`src/rtl/spike_readout_arbiter_if.sv`:
```
// system_if: clock/reset bundle shared by the network blocks.
//   clk     - system clock, all state on the rising edge
//   reset_n - asynchronous active-low reset (release synchronised upstream)
//   nn      - consumer modport for network blocks (clk, reset_n as inputs)
interface system_if;
  logic clk;
  logic reset_n;

  modport nn (input clk, input reset_n);
endinterface

```
`src/rtl/spike_readout_arbiter.sv`:
```
// spike_readout_arbiter: captures per-column spike events, arbitrates them
// round-robin into an output FIFO and presents them as a valid/ready stream.
// Collisions on a still-pending column and spikes against a full FIFO are
// counted in a saturating drop counter.
//
// Optional feature macro: SPIKE_READOUT_TIMESTAMP_EN
//   defined   - free-running timestamp, per-column latches, timestamp in FIFO
//   undefined - FIFO carries column only, out_timestamp tied to 0
//
// Ports:
//   sys_if        - system_if.nn, provides clk and async active-low reset_n
//   col_spike     - per-column one-cycle spike pulses
//   out_valid     - FIFO head valid
//   out_ready     - monitor accepts head
//   out_column    - column index of head event
//   out_timestamp - capture timestamp of head event
//   fifo_level    - FIFO occupancy
//   drop_count    - saturating count of lost events
module spike_readout_arbiter #(
  parameter int unsigned NUM_COLS   = 1,
  parameter int unsigned FIFO_DEPTH = 8,
  parameter int unsigned TS_WIDTH   = 16,
  parameter int unsigned DROP_W     = 8,
  localparam int unsigned COL_W     = (NUM_COLS > 1) ? $clog2(NUM_COLS) : 1,
  localparam int unsigned LVL_W     = $clog2(FIFO_DEPTH) + 1
) (
  system_if.nn                sys_if,
  input  logic [NUM_COLS-1:0] col_spike,
  output logic                out_valid,
  input  logic                out_ready,
  output logic [COL_W-1:0]    out_column,
  output logic [TS_WIDTH-1:0] out_timestamp,
  output logic [LVL_W-1:0]    fifo_level,
  output logic [DROP_W-1:0]   drop_count
);

  localparam int unsigned PTR_W = $clog2(FIFO_DEPTH);
  localparam int unsigned DN_W  = $clog2(NUM_COLS + 1);
  localparam int unsigned SUM_W = DROP_W + DN_W;
  localparam logic [COL_W-1:0] LAST_RST = COL_W'(NUM_COLS - 1);

  logic [NUM_COLS-1:0] pending_q, pending_d;
  logic [COL_W-1:0]    last_grant_q, last_grant_d;
  logic [DROP_W-1:0]   drop_d;
  logic [DN_W-1:0]     drop_n;
  logic [SUM_W-1:0]    drop_sum;
  logic [PTR_W-1:0]    wr_ptr_q, wr_ptr_d, rd_ptr_q, rd_ptr_d;
  logic [LVL_W-1:0]    level_pop, level_d;
  logic                out_valid_d;
  logic [COL_W-1:0]    head_col_d;
  logic [COL_W-1:0]    mem_col [FIFO_DEPTH];
  logic                grant_valid, push, pop;
  logic [COL_W-1:0]    grant_col;
`ifdef SPIKE_READOUT_TIMESTAMP_EN
  logic [TS_WIDTH-1:0] ts_q, ts_d;
  logic [TS_WIDTH-1:0] ts_latch_q [NUM_COLS];
  logic [TS_WIDTH-1:0] ts_latch_d [NUM_COLS];
  logic [TS_WIDTH-1:0] mem_ts [FIFO_DEPTH];
  logic [TS_WIDTH-1:0] head_ts_d;
`endif

  // Round-robin grant over registered pending, starting after last_grant;
  // gated by the registered level only (no credit for a same-cycle pop).
  always_comb begin
    int unsigned idx;
    grant_valid = 1'b0;
    grant_col   = '0;
    idx         = 0;
    for (int unsigned i = 1; i <= NUM_COLS; i++) begin
      idx = 32'(last_grant_q) + i;
      if (idx >= NUM_COLS) idx = idx - NUM_COLS;
      if (!grant_valid && pending_q[COL_W'(idx)] &&
          (fifo_level < LVL_W'(FIFO_DEPTH))) begin
        grant_valid = 1'b1;
        grant_col   = COL_W'(idx);
      end
    end
  end

  // Capture and collision: the granted column is cleared first, so a spike
  // on it re-arms pending with the fresh timestamp instead of dropping.
  always_comb begin
    pending_d    = pending_q;
    last_grant_d = grant_valid ? grant_col : last_grant_q;
    drop_n       = '0;
`ifdef SPIKE_READOUT_TIMESTAMP_EN
    ts_d       = ts_q + TS_WIDTH'(1);
    ts_latch_d = ts_latch_q;
`endif
    if (grant_valid) pending_d[grant_col] = 1'b0;
    for (int unsigned c = 0; c < NUM_COLS; c++) begin
      if (col_spike[COL_W'(c)]) begin
        if (pending_d[COL_W'(c)]) begin
          drop_n = drop_n + DN_W'(1);
        end else begin
          pending_d[COL_W'(c)] = 1'b1;
`ifdef SPIKE_READOUT_TIMESTAMP_EN
          ts_latch_d[COL_W'(c)] = ts_q;
`endif
        end
      end
    end
    drop_sum = SUM_W'(drop_count) + SUM_W'(drop_n);
    if (drop_sum > SUM_W'({DROP_W{1'b1}})) drop_d = '1;
    else                                    drop_d = drop_sum[DROP_W-1:0];
  end

  // FIFO bookkeeping; head registers are loaded with the next-cycle head,
  // bypassing the memory when the pushed entry becomes the head.
  always_comb begin
    push        = grant_valid;
    pop         = out_valid && out_ready;
    wr_ptr_d    = wr_ptr_q + PTR_W'(push);
    rd_ptr_d    = rd_ptr_q + PTR_W'(pop);
    level_pop   = fifo_level - LVL_W'(pop);
    level_d     = level_pop + LVL_W'(push);
    out_valid_d = (level_d != '0);
    head_col_d  = out_column;
`ifdef SPIKE_READOUT_TIMESTAMP_EN
    head_ts_d   = out_timestamp;
`endif
    if (push && (level_pop == '0)) begin
      head_col_d = grant_col;
`ifdef SPIKE_READOUT_TIMESTAMP_EN
      head_ts_d  = ts_latch_q[grant_col];
`endif
    end else if (level_d != '0) begin
      head_col_d = mem_col[rd_ptr_d];
`ifdef SPIKE_READOUT_TIMESTAMP_EN
      head_ts_d  = mem_ts[rd_ptr_d];
`endif
    end
  end

  // FIFO storage, written on push only.
  always_ff @(posedge sys_if.clk) begin
    if (push) begin
      mem_col[wr_ptr_q] <= grant_col;
`ifdef SPIKE_READOUT_TIMESTAMP_EN
      mem_ts[wr_ptr_q]  <= ts_latch_q[grant_col];
`endif
    end
  end

  // State registers.
  always_ff @(posedge sys_if.clk or negedge sys_if.reset_n) begin
    if (!sys_if.reset_n) begin
      pending_q    <= '0;
      last_grant_q <= LAST_RST;
      drop_count   <= '0;
      wr_ptr_q     <= '0;
      rd_ptr_q     <= '0;
      fifo_level   <= '0;
      out_valid    <= 1'b0;
      out_column   <= '0;
`ifdef SPIKE_READOUT_TIMESTAMP_EN
      ts_q          <= '0;
      ts_latch_q    <= '{default: '0};
      out_timestamp <= '0;
`endif
    end else begin
      pending_q    <= pending_d;
      last_grant_q <= last_grant_d;
      drop_count   <= drop_d;
      wr_ptr_q     <= wr_ptr_d;
      rd_ptr_q     <= rd_ptr_d;
      fifo_level   <= level_d;
      out_valid    <= out_valid_d;
      out_column   <= head_col_d;
`ifdef SPIKE_READOUT_TIMESTAMP_EN
      ts_q          <= ts_d;
      ts_latch_q    <= ts_latch_d;
      out_timestamp <= head_ts_d;
`endif
    end
  end

`ifndef SPIKE_READOUT_TIMESTAMP_EN
  assign out_timestamp = '0;
`endif

endmodule

```
`src/flat_wrapper.sv`:
```
// flat-port wrapper written by rule: the top's interface ports become plain ports
module spike_readout_arbiter_flat 
#(
  parameter int unsigned NUM_COLS   = 1,
  parameter int unsigned FIFO_DEPTH = 8,
  parameter int unsigned TS_WIDTH   = 16,
  parameter int unsigned DROP_W     = 8,
  localparam int unsigned COL_W     = (NUM_COLS > 1) ? $clog2(NUM_COLS) : 1,
  localparam int unsigned LVL_W     = $clog2(FIFO_DEPTH) + 1
)
  (col_spike, out_valid, out_ready, out_column, out_timestamp, fifo_level, drop_count, sys_if_clk, sys_if_reset_n);
  system_if sys_if_i ();
  input  logic [NUM_COLS-1:0] col_spike;
  output logic out_valid;
  input  logic out_ready;
  output logic [COL_W-1:0] out_column;
  output logic [TS_WIDTH-1:0] out_timestamp;
  output logic [LVL_W-1:0] fifo_level;
  output logic [DROP_W-1:0] drop_count;
  input wire logic [$bits(sys_if_i.clk)-1:0] sys_if_clk;
  input wire logic [$bits(sys_if_i.reset_n)-1:0] sys_if_reset_n;
  assign sys_if_i.clk = sys_if_clk;
  assign sys_if_i.reset_n = sys_if_reset_n;
  spike_readout_arbiter #(.NUM_COLS(NUM_COLS), .FIFO_DEPTH(FIFO_DEPTH), .TS_WIDTH(TS_WIDTH), .DROP_W(DROP_W)) u_core (.sys_if(sys_if_i), .col_spike(col_spike), .out_valid(out_valid), .out_ready(out_ready), .out_column(out_column), .out_timestamp(out_timestamp), .fifo_level(fifo_level), .drop_count(drop_count));
endmodule
```
`config.mk`:
```
export PLATFORM = sky130hd
export DESIGN_NAME = spike_readout_arbiter_flat
export DESIGN_NICKNAME = d
export VERILOG_FILES = /design/src/rtl/spike_readout_arbiter_if.sv /design/src/rtl/spike_readout_arbiter.sv /design/src/flat_wrapper.sv
export SDC_FILE = /design/constraint.sdc
export NUM_CORES = 1
export LEC_CHECK = 0
export CORE_ASPECT_RATIO = 2
export CORE_MARGIN = 5
export CORE_UTILIZATION = 50
export DETAILED_ROUTE_END_ITERATION = 8
export PLACE_DENSITY = 0.77
export SLEW_MARGIN = 10
export SYNTH_ARGS = -nofsm -noshare
export SYNTH_HDL_FRONTEND = slang
export SYNTH_SLANG_ARGS = --single-unit
```
`constraint.sdc`:
```
create_clock -name sys_if_clk -period 6.6 [get_ports sys_if_clk]
set_clock_uncertainty 0.2 [all_clocks]
set_input_delay 1.32 -clock sys_if_clk [delete_from_list [all_inputs] [get_ports sys_if_clk]]
set_output_delay 1.32 -clock sys_if_clk [all_outputs]
set_load 0.02 [all_outputs]
```
==> impl_metrics.toml <==
[worst_setup_path]
rr_startpoint = "u_core.out_valid"
timing.rr.end = "u_core.out_column"
critPathKind = "input port to register"
critPathLaunchType = "input port"
critPathCaptureType = "register"
r2r_slack_ns = 4.09
reg2regPathDepth = 8
critical_path_required_ns = 6.55
path_max_fanout = 4
cp.arrival_ns = 3.53

[synth]
synth-async-reset-ratio = 0.733
synth_seq_cells = 30
synth.distinct_cells = 32
synth_warnings = 0
syn_area_per_cell_sq_um = 11.8
synth-seq-area-share = 0.536
synth_ff_type = "dfrtp_1"
synth_edf_count = 8
syn_area_sq_um = 1480
synth_cells = 125

[timing]
whs_ns = 0.209
slew_headroom = 0.338
drv_slew = 0
min_period_over_period = 0.541
min_period_ns = 3.57
final.setup.tns_ns = 0
worst_slew_pin_slew_ns = 0.990
setup_viol = 0
rsz0062_at_grt = "no"
hold_violations = 0
fmaxAchievable_mhz = 280

[clock_tree]
cts_buffer_depth = 2
hold_buffers = 0
cts_made_buffers = 5
cts-root-buf = "clkbuf_8"
clock_sink_count = 30
cts_resized = 0
cts_max_level = 2
cts_tree = "yes"
post_cts_buffers = 0
clk_latency_ns = 0.27
clk_pin_slew_ns = 0.06

[routing]
firstDrtPassIters = 4
post_drt_wl_per_cell_um = 13.6
vias = 914
via_per_inst = 5.13
wl_mm = 2.42
route.antenna.remaining_nets = 0
drtIter0Drc = 16
drc = 0

[min_path]
hold_path_class = "register to register"
holdCritStartpoint = "u_core.last_grant_q"
holdPathEnd = "u_core.last_grant_q"
min_path_cells = 0

[placement]
hpwl_mm = 1.89
portBuffers = 17
place_congestion = 0.788
placed_area_sq_um = 1620
dp.cells = 170

[grt]
antenna_found_initial = 0
track_usage = 0.131
grt_pass1_wl_mm = 4.27
gr-total-overflow = 0
grt_max_degree = 23
first_global_vias = 1012

[power]
worst_ir_drop_vdd_v = 0.000209
power.leakage_uw = 0.000755
power.density_nw_per_um2 = 454
power_uw = 771

[finish]
drive_gt1_frac = 0.0743
nets = 161
area_growth_pct = 15.0
nFillCells = 263
antenna_cells = 0
stdcell_count = 178
design_area_sq_um = 1700

[floorplan]
coreArea_sq_um = 2910
start_util = 0.507
die_height_um = 86.8
die_area_sq_um = 4200
fp-row-count = 28
io_pins = 34
die_w_um = 48.4

[job]
cap_violations = 0

[run_status]
status = "completed"
[placed cells by master, fill, tap and decap left out, drive strengths merged, types with 3 or more instances in the layout]
master	count
o21ai	3
nand2	12
clkdlybuf4s50	17
clkbuf	6
ha	10
nor3	3
xor2	5
nand2b	4
conb	16
xnor2	5
inv	6
dfrtp	22
edfxtp	8
nor2	9
[critical path: stages]
cell and delay (ns):
clkdlybuf4s50_1 0.39, and2_1 0.16, ha_1 0.20, ha_1 0.33, inv_1 0.06, ha_1 0.33, or4_1 0.52, o21ai_1 0.13
o22ai_1 0.10
[logic make-up after synthesis]
group	Yosys count	synth area share
mux	4	0.0450
buf+inv	23	0.0992
other cells	1	0.00254
fa+ha+maj	10	0.0848
xor+xnor	10	0.0645
compound gates	7	0.0297
flops	30	0.536
simple gates	40	0.138
[how the worst max path moves through the flow]
| stage | startpoint | endpoint | cells after the start |
|---|---|---|---|
| after floorplan | out_ready | u_core.out_column | 8 |
| final | out_ready | u_core.out_column | 9 |
| after global routing | out_ready | u_core.out_column | 9 |
| after CTS | out_ready | u_core.out_column | 9 |
| after global placement | out_ready | u_core.out_column | 9 |
| after detailed placement | out_ready | u_core.out_column | 9 |
[where the power goes]
part | total (uW) | leakage, uW | internal, uW | switching, uW
clock network | 135 | 0.0000426 | 72.2 | 62.6
logic | 334 | 0.000382 | 156 | 179
registers | 302 | 0.000331 | 254 | 47.8
total | 771 | 0.000755 | 482 | 289
[area by class of cell]
| class | count | area (sq um) | area share |
|---|---|---|---|
| clock buffers | 6 | 72.6 | 0.0428 |
| clock inverters | 2 | 8.76 | 0.00516 |
| inverters | 6 | 22.5 | 0.0133 |
| multi-input cells | 87 | 594 | 0.350 |
| flip-flops and latches | 30 | 791 | 0.466 |
| well taps | 30 | 37.5 | 0.0221 |
| repair buffers | 17 | 170 | 0.100 |
[Yosys cell counts (2+ instances only)]
cell	count	area, sq um
nor2_1	9	33.8
or4_1	2	15.0
nand2_1	12	45.0
dfrtp_1	22	551
ha_1	10	125
buf_4	16	120
xnor2_1	4	35.0
nor3_1	3	15.0
o21ai_0	2	10.0
inv_1	6	22.5
nand2b_1	4	25.0
mux4_2	2	45.0
edfxtp_1	8	240
nand3_1	2	10.0
xor2_1	5	43.8
nand4_1	2	12.5
[through the flow]
stage / setup WS, ns / utilization
3_3_place_gp: 2.82 / 0.556
4_1_cts: 3.00 / 0.583
5_1_grt: 2.94 / 0.583
2_1_floorplan: 3.27 / -
3_5_place_dp: 2.72 / 0.556
6_report: 3.03 / 0.583
[state kept, by name, summed over array words and instances, names as in the netlist]
signal               cells
u_core.out_column        1
u_core.out_valid         1
u_core.pending_q         1
u_core.wr_ptr_q          3
u_core.last_grant_q      1
u_core.drop_count        8
u_core.fifo_level        4
u_core.mem_col           8
u_core.rd_ptr_q          3
[per-layer routing]
layer | part of all wire | GRT usage
met5 | 0 | 0
met4 | 0.028 | 0.0831
met3 | 0.039 | 0.0258
met2 | 0.58 | 0.248
met1 | 0.35 | 0.122
(Power assumes the default switching activity.)
